`src/rtl/width_alloc_pkg.sv`:
```
// Shared types and constants for the width allocator.
// Latency: n/a (declarations only).
// Backpressure: n/a.
package width_alloc_pkg;

    localparam int ID_W  = 4;
    localparam int OCC_W = 7;
    localparam int REQ_W = 5;

    localparam logic [REQ_W-1:0] MIN_WIDTH   = 5'd4;
    localparam logic [REQ_W-1:0] MAX_WIDTH   = 5'd16;
    localparam logic [ID_W-1:0]  SENTINEL_ID = 4'd13;

    typedef enum logic [1:0] {
        IDLE = 2'd0,
        READ = 2'd1,
        EVAL = 2'd2,
        RESP = 2'd3
    } state_e;

    // A request is only placed when its width lies in MIN_WIDTH..MAX_WIDTH.
    function automatic logic width_legal(input logic [REQ_W-1:0] w);
        return (w >= MIN_WIDTH) && (w <= MAX_WIDTH);
    endfunction

endpackage

```
`src/rtl/width_allocator_fit_select.sv`:
```
// Priority fit check of three candidate occupancies against CAPACITY.
// Latency: combinational.
// Backpressure: none.
module fit_select
    import width_alloc_pkg::*;
#(
    parameter int CAPACITY = 64
) (
    input  logic [OCC_W-1:0] occ1_i,
    input  logic [OCC_W-1:0] occ2_i,
    input  logic [OCC_W-1:0] occ3_i,
    input  logic [REQ_W-1:0] width_i,
    output logic             hit_o,
    output logic [1:0]       sel_o,
    output logic [OCC_W-1:0] new_occ_o
);

    localparam logic [7:0] CAP = 8'(CAPACITY);

    // Sums are 8 bits wide so a 127 occupancy plus any width cannot wrap into a fit.
    logic [7:0] sum1, sum2, sum3;
    assign sum1 = {1'b0, occ1_i} + {3'b000, width_i};
    assign sum2 = {1'b0, occ2_i} + {3'b000, width_i};
    assign sum3 = {1'b0, occ3_i} + {3'b000, width_i};

    // First fitting candidate in priority order 1, 2, 3; sel 0 means no fit.
    always_comb begin
        hit_o     = 1'b0;
        sel_o     = 2'd0;
        new_occ_o = '0;
        if (sum1 <= CAP) begin
            hit_o     = 1'b1;
            sel_o     = 2'd1;
            new_occ_o = sum1[OCC_W-1:0];
        end else if (sum2 <= CAP) begin
            hit_o     = 1'b1;
            sel_o     = 2'd2;
            new_occ_o = sum2[OCC_W-1:0];
        end else if (sum3 <= CAP) begin
            hit_o     = 1'b1;
            sel_o     = 2'd3;
            new_occ_o = sum3[OCC_W-1:0];
        end
    end

endmodule

```
`src/rtl/width_allocator.sv`:
```
// Reads three candidate occupancies, grants the first that fits and accumulates the width into the RAM.
// Latency: response 3 cycles after accept (1 cycle for an illegal width).
// Backpressure: one request in flight; req_ready low until the response handshake, rsp held while rsp_ready low.
// Optional: WIDTH_ALLOC_STATS_EN adds saturating grant/reject handshake counters.
module width_allocator
    import width_alloc_pkg::*;
#(
    parameter int CAPACITY = 64
) (
    input  logic             clk,
    input  logic             rst,
    input  logic             req_valid,
    output logic             req_ready,
    input  logic [REQ_W-1:0] req_width,
    input  logic [ID_W-1:0]  req_id1,
    input  logic [ID_W-1:0]  req_id2,
    input  logic [ID_W-1:0]  req_id3,
    output logic             ram_en,
    output logic             ram_we,
    output logic [ID_W-1:0]  ram_id1,
    output logic [ID_W-1:0]  ram_id2,
    output logic [ID_W-1:0]  ram_id3,
    output logic [ID_W-1:0]  ram_write_id,
    output logic [REQ_W-1:0] ram_write_width,
    input  logic [OCC_W-1:0] ram_width1,
    input  logic [OCC_W-1:0] ram_width2,
    input  logic [OCC_W-1:0] ram_width3,
    output logic             rsp_valid,
    input  logic             rsp_ready,
    output logic             rsp_ok,
    output logic [ID_W-1:0]  rsp_id,
    output logic [OCC_W-1:0] rsp_occ
`ifdef WIDTH_ALLOC_STATS_EN
    ,
    output logic [15:0]      grant_cnt,
    output logic [15:0]      reject_cnt
`endif
);

    state_e            state_q, state_d;
    logic [REQ_W-1:0]  width_q, width_d;
    logic [ID_W-1:0]   id1_q, id1_d, id2_q, id2_d, id3_q, id3_d;
    logic              rsp_ok_q, rsp_ok_d;
    logic [ID_W-1:0]   rsp_id_q, rsp_id_d;
    logic [OCC_W-1:0]  rsp_occ_q, rsp_occ_d;

    logic              fit_hit;
    logic [1:0]        fit_sel;
    logic [OCC_W-1:0]  fit_occ;
    logic [ID_W-1:0]   sel_id;

    fit_select #(.CAPACITY(CAPACITY)) u_fit (
        .occ1_i    (ram_width1),
        .occ2_i    (ram_width2),
        .occ3_i    (ram_width3),
        .width_i   (width_q),
        .hit_o     (fit_hit),
        .sel_o     (fit_sel),
        .new_occ_o (fit_occ)
    );

    // Map the winning candidate index back to its latched ID.
    always_comb begin
        sel_id = '0;
        case (fit_sel)
            2'd1:    sel_id = id1_q;
            2'd2:    sel_id = id2_q;
            2'd3:    sel_id = id3_q;
            default: sel_id = '0;
        endcase
    end

    // State and request/response registers.
    always_ff @(posedge clk) begin
        if (rst) begin
            state_q   <= IDLE;
            width_q   <= '0;
            id1_q     <= '0;
            id2_q     <= '0;
            id3_q     <= '0;
            rsp_ok_q  <= 1'b0;
            rsp_id_q  <= '0;
            rsp_occ_q <= '0;
        end else begin
            state_q   <= state_d;
            width_q   <= width_d;
            id1_q     <= id1_d;
            id2_q     <= id2_d;
            id3_q     <= id3_d;
            rsp_ok_q  <= rsp_ok_d;
            rsp_id_q  <= rsp_id_d;
            rsp_occ_q <= rsp_occ_d;
        end
    end

    // Next-state logic and RAM port drive; RAM strobes are killed while rst is high.
    always_comb begin
        state_d         = state_q;
        width_d         = width_q;
        id1_d           = id1_q;
        id2_d           = id2_q;
        id3_d           = id3_q;
        rsp_ok_d        = rsp_ok_q;
        rsp_id_d        = rsp_id_q;
        rsp_occ_d       = rsp_occ_q;
        ram_en          = 1'b0;
        ram_we          = 1'b0;
        ram_id1         = '0;
        ram_id2         = '0;
        ram_id3         = '0;
        ram_write_id    = '0;
        ram_write_width = '0;
        case (state_q)
            IDLE: begin
                if (req_valid) begin
                    width_d = req_width;
                    id1_d   = req_id1;
                    id2_d   = req_id2;
                    id3_d   = req_id3;
                    if (width_legal(req_width)) begin
                        state_d = READ;
                    end else begin
                        rsp_ok_d  = 1'b0;
                        rsp_id_d  = '0;
                        rsp_occ_d = '0;
                        state_d   = RESP;
                    end
                end
            end
            READ: begin
                ram_en  = !rst;
                ram_id1 = id1_q;
                ram_id2 = id2_q;
                ram_id3 = id3_q;
                state_d = EVAL;
            end
            EVAL: begin
                ram_id1 = id1_q;
                ram_id2 = id2_q;
                ram_id3 = id3_q;
                if (fit_hit) begin
                    ram_en          = !rst;
                    ram_we          = !rst;
                    ram_write_id    = sel_id;
                    ram_write_width = width_q;
                end
                rsp_ok_d  = fit_hit;
                rsp_id_d  = fit_hit ? sel_id : '0;
                rsp_occ_d = fit_hit ? fit_occ : '0;
                state_d   = RESP;
            end
            RESP: begin
                if (rsp_ready) state_d = IDLE;
            end
            default: state_d = IDLE;
        endcase
    end

    assign req_ready = (state_q == IDLE);
    assign rsp_valid = (state_q == RESP);
    assign rsp_ok    = rsp_ok_q;
    assign rsp_id    = rsp_id_q;
    assign rsp_occ   = rsp_occ_q;

`ifdef WIDTH_ALLOC_STATS_EN
    logic [15:0] grant_cnt_q, reject_cnt_q;

    // Saturating counts of completed response handshakes, split by outcome.
    always_ff @(posedge clk) begin
        if (rst) begin
            grant_cnt_q  <= '0;
            reject_cnt_q <= '0;
        end else if (rsp_valid && rsp_ready) begin
            if (rsp_ok_q && grant_cnt_q != 16'hFFFF)
                grant_cnt_q <= grant_cnt_q + 16'd1;
            if (!rsp_ok_q && reject_cnt_q != 16'hFFFF)
                reject_cnt_q <= reject_cnt_q + 16'd1;
        end
    end

    assign grant_cnt  = grant_cnt_q;
    assign reject_cnt = reject_cnt_q;
`endif

endmodule

```
`config.mk`:
```
export PLATFORM = sky130hd
export DESIGN_NAME = width_allocator
export DESIGN_NICKNAME = d
export VERILOG_FILES = /design/src/rtl/width_alloc_pkg.sv /design/src/rtl/width_allocator_fit_select.sv /design/src/rtl/width_allocator.sv
export SDC_FILE = /design/constraint.sdc
export NUM_CORES = 1
export LEC_CHECK = 0
export CELL_PAD_IN_SITES_DETAIL_PLACEMENT = 1
export CELL_PAD_IN_SITES_GLOBAL_PLACEMENT = 2
export CORE_ASPECT_RATIO = 1.4
export CORE_MARGIN = 5
export CORE_UTILIZATION = 27
export CTS_CLUSTER_DIAMETER = 150
export DETAILED_ROUTE_END_ITERATION = 7
export PLACE_DENSITY_LB_ADDON = 0.1
export SLEW_MARGIN = 20
export SYNTH_ARGS = -nofsm -noshare
export SYNTH_HDL_FRONTEND = slang
export SYNTH_HIERARCHICAL = 1
export SYNTH_SLANG_ARGS = --single-unit
```
`constraint.sdc`:
```
create_clock -name clk -period 3.6 [get_ports clk]
set_clock_uncertainty 0.2 [all_clocks]
set_input_delay 0.36 -clock clk [delete_from_list [all_inputs] [get_ports clk]]
set_output_delay 0.36 -clock clk [all_outputs]
set_load 0.02 [all_outputs]
```
======== Word level (Yosys, flattened, before mapping) ========
Cells that the tools add are included.
storage, ports and cells
  register bits ........................... 31
  output and inout port bits .............. 37
  word-level logic and storage cells ...... 67
cells by class
  add/subtract/negate cells ............... 3
  order comparisons ....................... 5
  equal/unequal tests ..................... 9
  multiplexer cells ....................... 34
  reduce and logical (&&, ||, !) cells .... 8
operator list
  operator                                                number
  two-way mux 7 bit                                       6
  two-way mux 4 bit                                       7
  adder 7 x 5 -> 8 bit                                    3
  <= comparator 8 x 7 -> 1 bit (second input constant)    3
  case mux 7 bit (2 select lines)                         1
  two-way mux 2 bit                                       6
  case mux 4 bit (3 select lines)                         1
  two-way mux 5 bit                                       2
  equality test 2 bit (second input constant)             4
  case mux 2 bit (4 select lines)                         1
  case mux 4 bit (2 select lines)                         1
  two-way mux 1 bit                                       7
  >= comparator 5 x 3 -> 1 bit (second input constant)    1
  <= comparator 5 bit (second input constant)             1
  equality test 2 x 1 -> 1 bit (second input constant)    2
  inequality test 2 bit (second input constant)           2
  case mux 1 bit (2 select lines)                         2
  AND reduction 2 bit                                     2
  AND reduction 3 bit                                     1
  logical NOT 2 bit                                       1
  inequality test 2 x 1 -> 1 bit (second input constant)  1
  nonzero test 2 bit                                      1
  OR reduction 2 bit                                      1
  logical AND 1 bit                                       1
  logical NOT 1 bit                                       1

======== Depth between registers and ports, before layout ========
  word-level depth ........................ 9
  gate-level depth with buffers ........... 15
  gate-level depth less buffers ........... 13

======== Modules after synthesis ========
Netlist, hierarchy kept.
modules (own cells, without submodules)
  module           times used  cells each  area an instance (µm²)
  width_allocator  1           192         1,576.5
  fit_select       1           133         1,003.5

======== Worst setup path after synthesis ========
No wires, ideal clock.
  path kind ............................... in2reg
  start point ............................. in ram_width2[0]
  end point ............................... reg rsp_id_q[0], in the netlist rsp_id[0]
  arrival time ............................ 3.085 ns
  path slack .............................. 0.245 ns
  cell stages on the path ................. 14
  buffers on the path ..................... 1
  path through ............................ ha_1 fa_1 a21oi_1 o22ai_1 xnor2_1 nand2b_1 and3_4 nor2_2 nor2_1 buf_2 nand4b_1 o22ai_1 o21ai_0 a21oi_1
on the way
  longest elaborated chain between the ends .. 8
  elaborated cells on any way between the ends .. 12
  classes of those cells .................. add/sub (1); order compare (1); eq/ne (3); mux (7)
ends and longest elaborated chain
  element                                                              RTL line                          text
  start: declaration                                                   width_allocator.sv:26             input logic [OCC_W-1:0] ram_width2,
  adder 7 x 5 -> 8 bit *                                               width_allocator_fit_select.sv:23  assign sum2 = {1'b0, occ2_i} + {3'b000, width_i};
  <= comparator 8 x 7 -> 1 bit *                                       width_allocator_fit_select.sv:35  end else if (sum2 <= CAP) begin
  two-way mux 2 bit *                                                  width_allocator_fit_select.sv:35
  two-way mux 2 bit *                                                  width_allocator_fit_select.sv:31  if (sum1 <= CAP) begin
  net fit_sel[1]                                                       width_allocator.sv:48             logic [1:0] fit_sel;
  equality test 2 bit or equality test 2 x 1 -> 1 bit (tied branches)  width_allocator.sv:65             case (fit_sel)
  case mux 4 bit (3 select lines) *                                    width_allocator.sv:65
  two-way mux 4 bit *                                                  width_allocator.sv:148            rsp_id_d = fit_hit ? sel_id : '0;
  case mux 4 bit (2 select lines) *                                    width_allocator.sv:113            case (state_q)
  end signal: assignment                                               width_allocator.sv:91             rsp_id_q <= rsp_id_d;
  end: declaration                                                     width_allocator.sv:44             logic [ID_W-1:0] rsp_id_q, rsp_id_d;
The timed path passes the listed nets; every way through them passes the cells marked *.
A chain may end at the register's enable or synchronous reset.

======== Worst setup path in the final report ========
  start point ............................. reg width_q[0]
  end point ............................... out ram_write_id[3]
on the way
  longest elaborated chain between the ends .. 9
  elaborated cells on any way between the ends .. 18
  classes of those cells .................. add/sub (3); order compare (3); eq/ne (3); mux (9)
ends and longest elaborated chain
  element                                                              RTL line                          text
  start: declaration                                                   width_allocator.sv:41             logic [REQ_W-1:0] width_q, width_d;
  start signal: assignment                                             width_allocator.sv:86             width_q <= width_d;
  adder 7 x 5 -> 8 bit                                                 width_allocator_fit_select.sv:24  assign sum3 = {1'b0, occ3_i} + {3'b000, width_i};
  <= comparator 8 x 7 -> 1 bit                                         width_allocator_fit_select.sv:39  end else if (sum3 <= CAP) begin
  two-way mux 2 bit                                                    width_allocator_fit_select.sv:39
  two-way mux 2 bit                                                    width_allocator_fit_select.sv:35
  two-way mux 2 bit *                                                  width_allocator_fit_select.sv:31
  net fit_sel[1]                                                       width_allocator.sv:48
  equality test 2 bit or equality test 2 x 1 -> 1 bit (tied branches)  width_allocator.sv:65
  case mux 4 bit (3 select lines) *                                    width_allocator.sv:65
  two-way mux 4 bit *                                                  width_allocator.sv:141            if (fit_hit) begin
  two-way mux 4 bit *                                                  width_allocator.sv:113
  end: declaration                                                     width_allocator.sv:23             output logic [ID_W-1:0] ram_write_id,
Marks and branches as above.

==> results.txt <==
Outcome = complete, but fails checks
Failing checks = setup timing
Min-delay src = rsp_id[1]$_SDFFE_PP0P_
Slowest-stage cell, CP = fa_2
FF-to-FF Start = width_q[0]$_SDFFE_PP0P_
Initial DRC count = 50
Fin util = 47.61%
CTS hold repair buffers = 0
Synth async-reset ratio = 0%
Top cell type's share of synthesized area = 24.05%
Nets = 537
# setup viols final = 2
# DRC = 0
Synth top area cells = dfxtp_1 24%, ha_1 9.7%, a21oi_1 7.6%
Synth cell types = 61
Sequential fraction of the synthesis area = 24.05%
Largest net degree at the start of global routing = 21
P_leak = 1.840 nW
Most frequent cells in the layout = 75 x buf_4, 60 x clkdlybuf4s50_1, 43 x nand2_1, 35 x a21oi_1, 28 x dfxtp_1
Via density = 5.043
Setup CP Type = reg -> out
Yosys warns = 6
CTS H-tree lvls = 2
Inserted Clock Buffers = 5
GR Overflow Total = 0
Pins Over Slew Limit = 0
Row cnt = 42
CTS clk-pin slew, worst paths = 0.05 ns
Final worst path period share = 100.3%
Die height = 125.7 um
Final-report hold violation count = 0
CTS max path bufs = 2
Synthesis-to-finish area growth = 73.57%
First-pass GRT wire length = 15940 um
DRT Pass-1 Iters = 4
Fin Hold WS = 0.2641 ns
Layout cells sized above 1 = 33.62%
Initial Util = 27.43%
Synthesized Nets = 390
Via count = 2940
Core Box Area = 9407 sq um
Slew @ Worst Pin = 0.9226 ns
PortBufs = 78
Syn Area/Cell = 7.938 sq um
Leading cell type in the layout, fill and taps excluded = buf_4
Pwr dens = 534.9 nW/um^2
Flip-flop and latch count after synthesis = 31
Worst-path fanout max = 5
Finished Layout Cells = 583
MaxCap Viol Count = 0
Most used cell, CP = nor2_4
Gr usage total = 17.25%
Crit path launch type = register
Inserted Diodes = 0
Worst path required time = 3.04 ns
Setup ws final = -0.009719 ns
Worst-case vdd ir drop = 0.0004251 V
Cell taking the most area after synthesis = dfxtp_1
TritonCTS clock tree = built
Crit path launch = width_q[0]$_SDFFE_PP0P_
Cell Chain, Critical Path = ha_2 > fa_2 > or3_4 > nor3_4 > o221a_4 > nor2_4 > nor2_4 > buf_8 > mux2i_4 > o22ai_4 > buf_6
Routed Antenna Nets = 0
Largest family of logic cells by synthesized area = simple AND/OR/NAND/NOR gates
Cell area after synthesis = 2580 sq um
Synth Area in XOR/XNOR = 4.074%
Hold WC Path Type = reg -> reg
Mux share of post-synthesis cell area = 1.552%
Synth Flop Type = dfxtp_1
Worst path max stage delay = 0.46 ns
Clk root buf = clkbuf_16
Initial antenna violation count = 0
Hpwl dp = 7816 um
Compound-cell area share of the yosys netlist = 24.05%
Unrepaired setup endpoints after global routing = yes
Adder-cell area share of the yosys netlist = 12.03%
Ports = 79
Die Area = 11640 sq um
Dpl ws = -0.8061 ns
CP arrival = 3.05 ns
Simple logic cell fraction of the synthesized area = 27.45%
Die W = 92.62 um
Crit end category = output pin
Min Tclk post-route = 3.610 ns
Relative slew slack = 38.38%
Vias in the first global route = 3217
Total wire length = 10270 um
Cells after DPL = 553
Clock Sinks = 31
Total power = 2.395 mW
DR WL/cell = 17.61 um
Post-Syn Instances = 325
Worst-Skew Late Latency = 0.28 ns
FMAX = 277.0 MHz
GP Congestion = 0.8359
Post-synth EDFFs = 0
sequential cells by signal (all words and copies together) (netlist names):
register / flops
rsp_ok: 1
id2_q: 4
width_q: 5
state_q: 2
id3_q: 4
id1_q: 4
rsp_occ: 7
rsp_id: 4
per-stage QoR:
stage          cell area [sq um]  setup TNS [ns]
4_1_cts                     4209         -0.2614
2_1_floorplan               2580               0
5_1_grt                     4478         -0.6908
6_report                    4478        -0.01711
3_5_place_dp                3804          -8.683
3_3_place_gp                3804          -7.185
path summary, 6_finish.rpt:
kind / endpoint / slack (ns) / depth (start not counted)
setup / recovery: ram_write_id[3] / -0.01 / 11
hold / removal: rsp_id[1]$_SDFFE_PP0P_ / 0.26 / 2
setup reg to reg: rsp_occ[4]$_SDFFE_PP0P_ / 0.22 / 19
hold reg to reg: rsp_id[1]$_SDFFE_PP0P_ / 0.26 / 2
cell type report:
class                           count  area [sq um]
Tap cell                          110         137.6
Sequential cell                    31         626.9
Clock buffer                        6         138.9
Inverter                           16         60.06
Multi-Input combinational cell    262          2085
Fill cell                        1111          4928
Clock inverter                      2         35.03
Timing Repair Buffer              156          1395
synth_stat cells (all sizes together), types with 2 or more instances:
cell type	number
xnor2	5
ha	20
a31oi	6
nor3	3
or2	2
fa	3
nand3	26
o2111ai	7
o21ai	9
o22ai	9
clkbuf	3
nor4	2
and3	7
a211o	3
o21bai	2
xor2	7
or3	5
o21a	2
nand4b	2
buf	12
a21boi	2
nor3b	3
dfxtp	31
a211oi	6
nand2	48
and2	14
mux2i	4
nor2	12
inv	15
a21oi	40
critical path, delay by kind of cell (launching register included):
family,cells,cell delay (ns)
and+or+nand+nor,4,0.74
adders and majority gates,2,0.68
DFF,1,0.41
AOI/OAI and AO/OA,2,0.33
buffers and inverters,2,0.30
muxes,1,0.28
per-layer routing:
layer / up-vias / wire (um) / track usage (%)
met5: - / 0 / 0
met4: 0 / 148 / 6.040
met3: 11 / 428 / 2.924
met2: 56 / 5785 / 33.97
li1: 1457 / - / -
met1: 1416 / 3907 / 17.90
what timing repair did:
item,in CTS,in global routing
endpoints found under the setup margin,11,11
gates resized for setup,82,53
setup buffers,18,4
pin swaps,13,20
cells by family after synthesis:
logic type,count (synthesis)
AOI/OAI and AO/OA,93
xor gates and xnor gates,12
adders and majority gates,23
buffers and inverters,32
DFF,31
muxes,4
and+or+nand+nor,130
power by group:
group / internal [mW] / leakage [nW] / switching, mW / total [mW]
Combinational: 0.677 / 1.50 / 0.750 / 1.43
Sequential: 0.402 / 0.254 / 0.0658 / 0.468
Clock: 0.344 / 0.0868 / 0.156 / 0.499
Power figures use the tool's default switching activity.
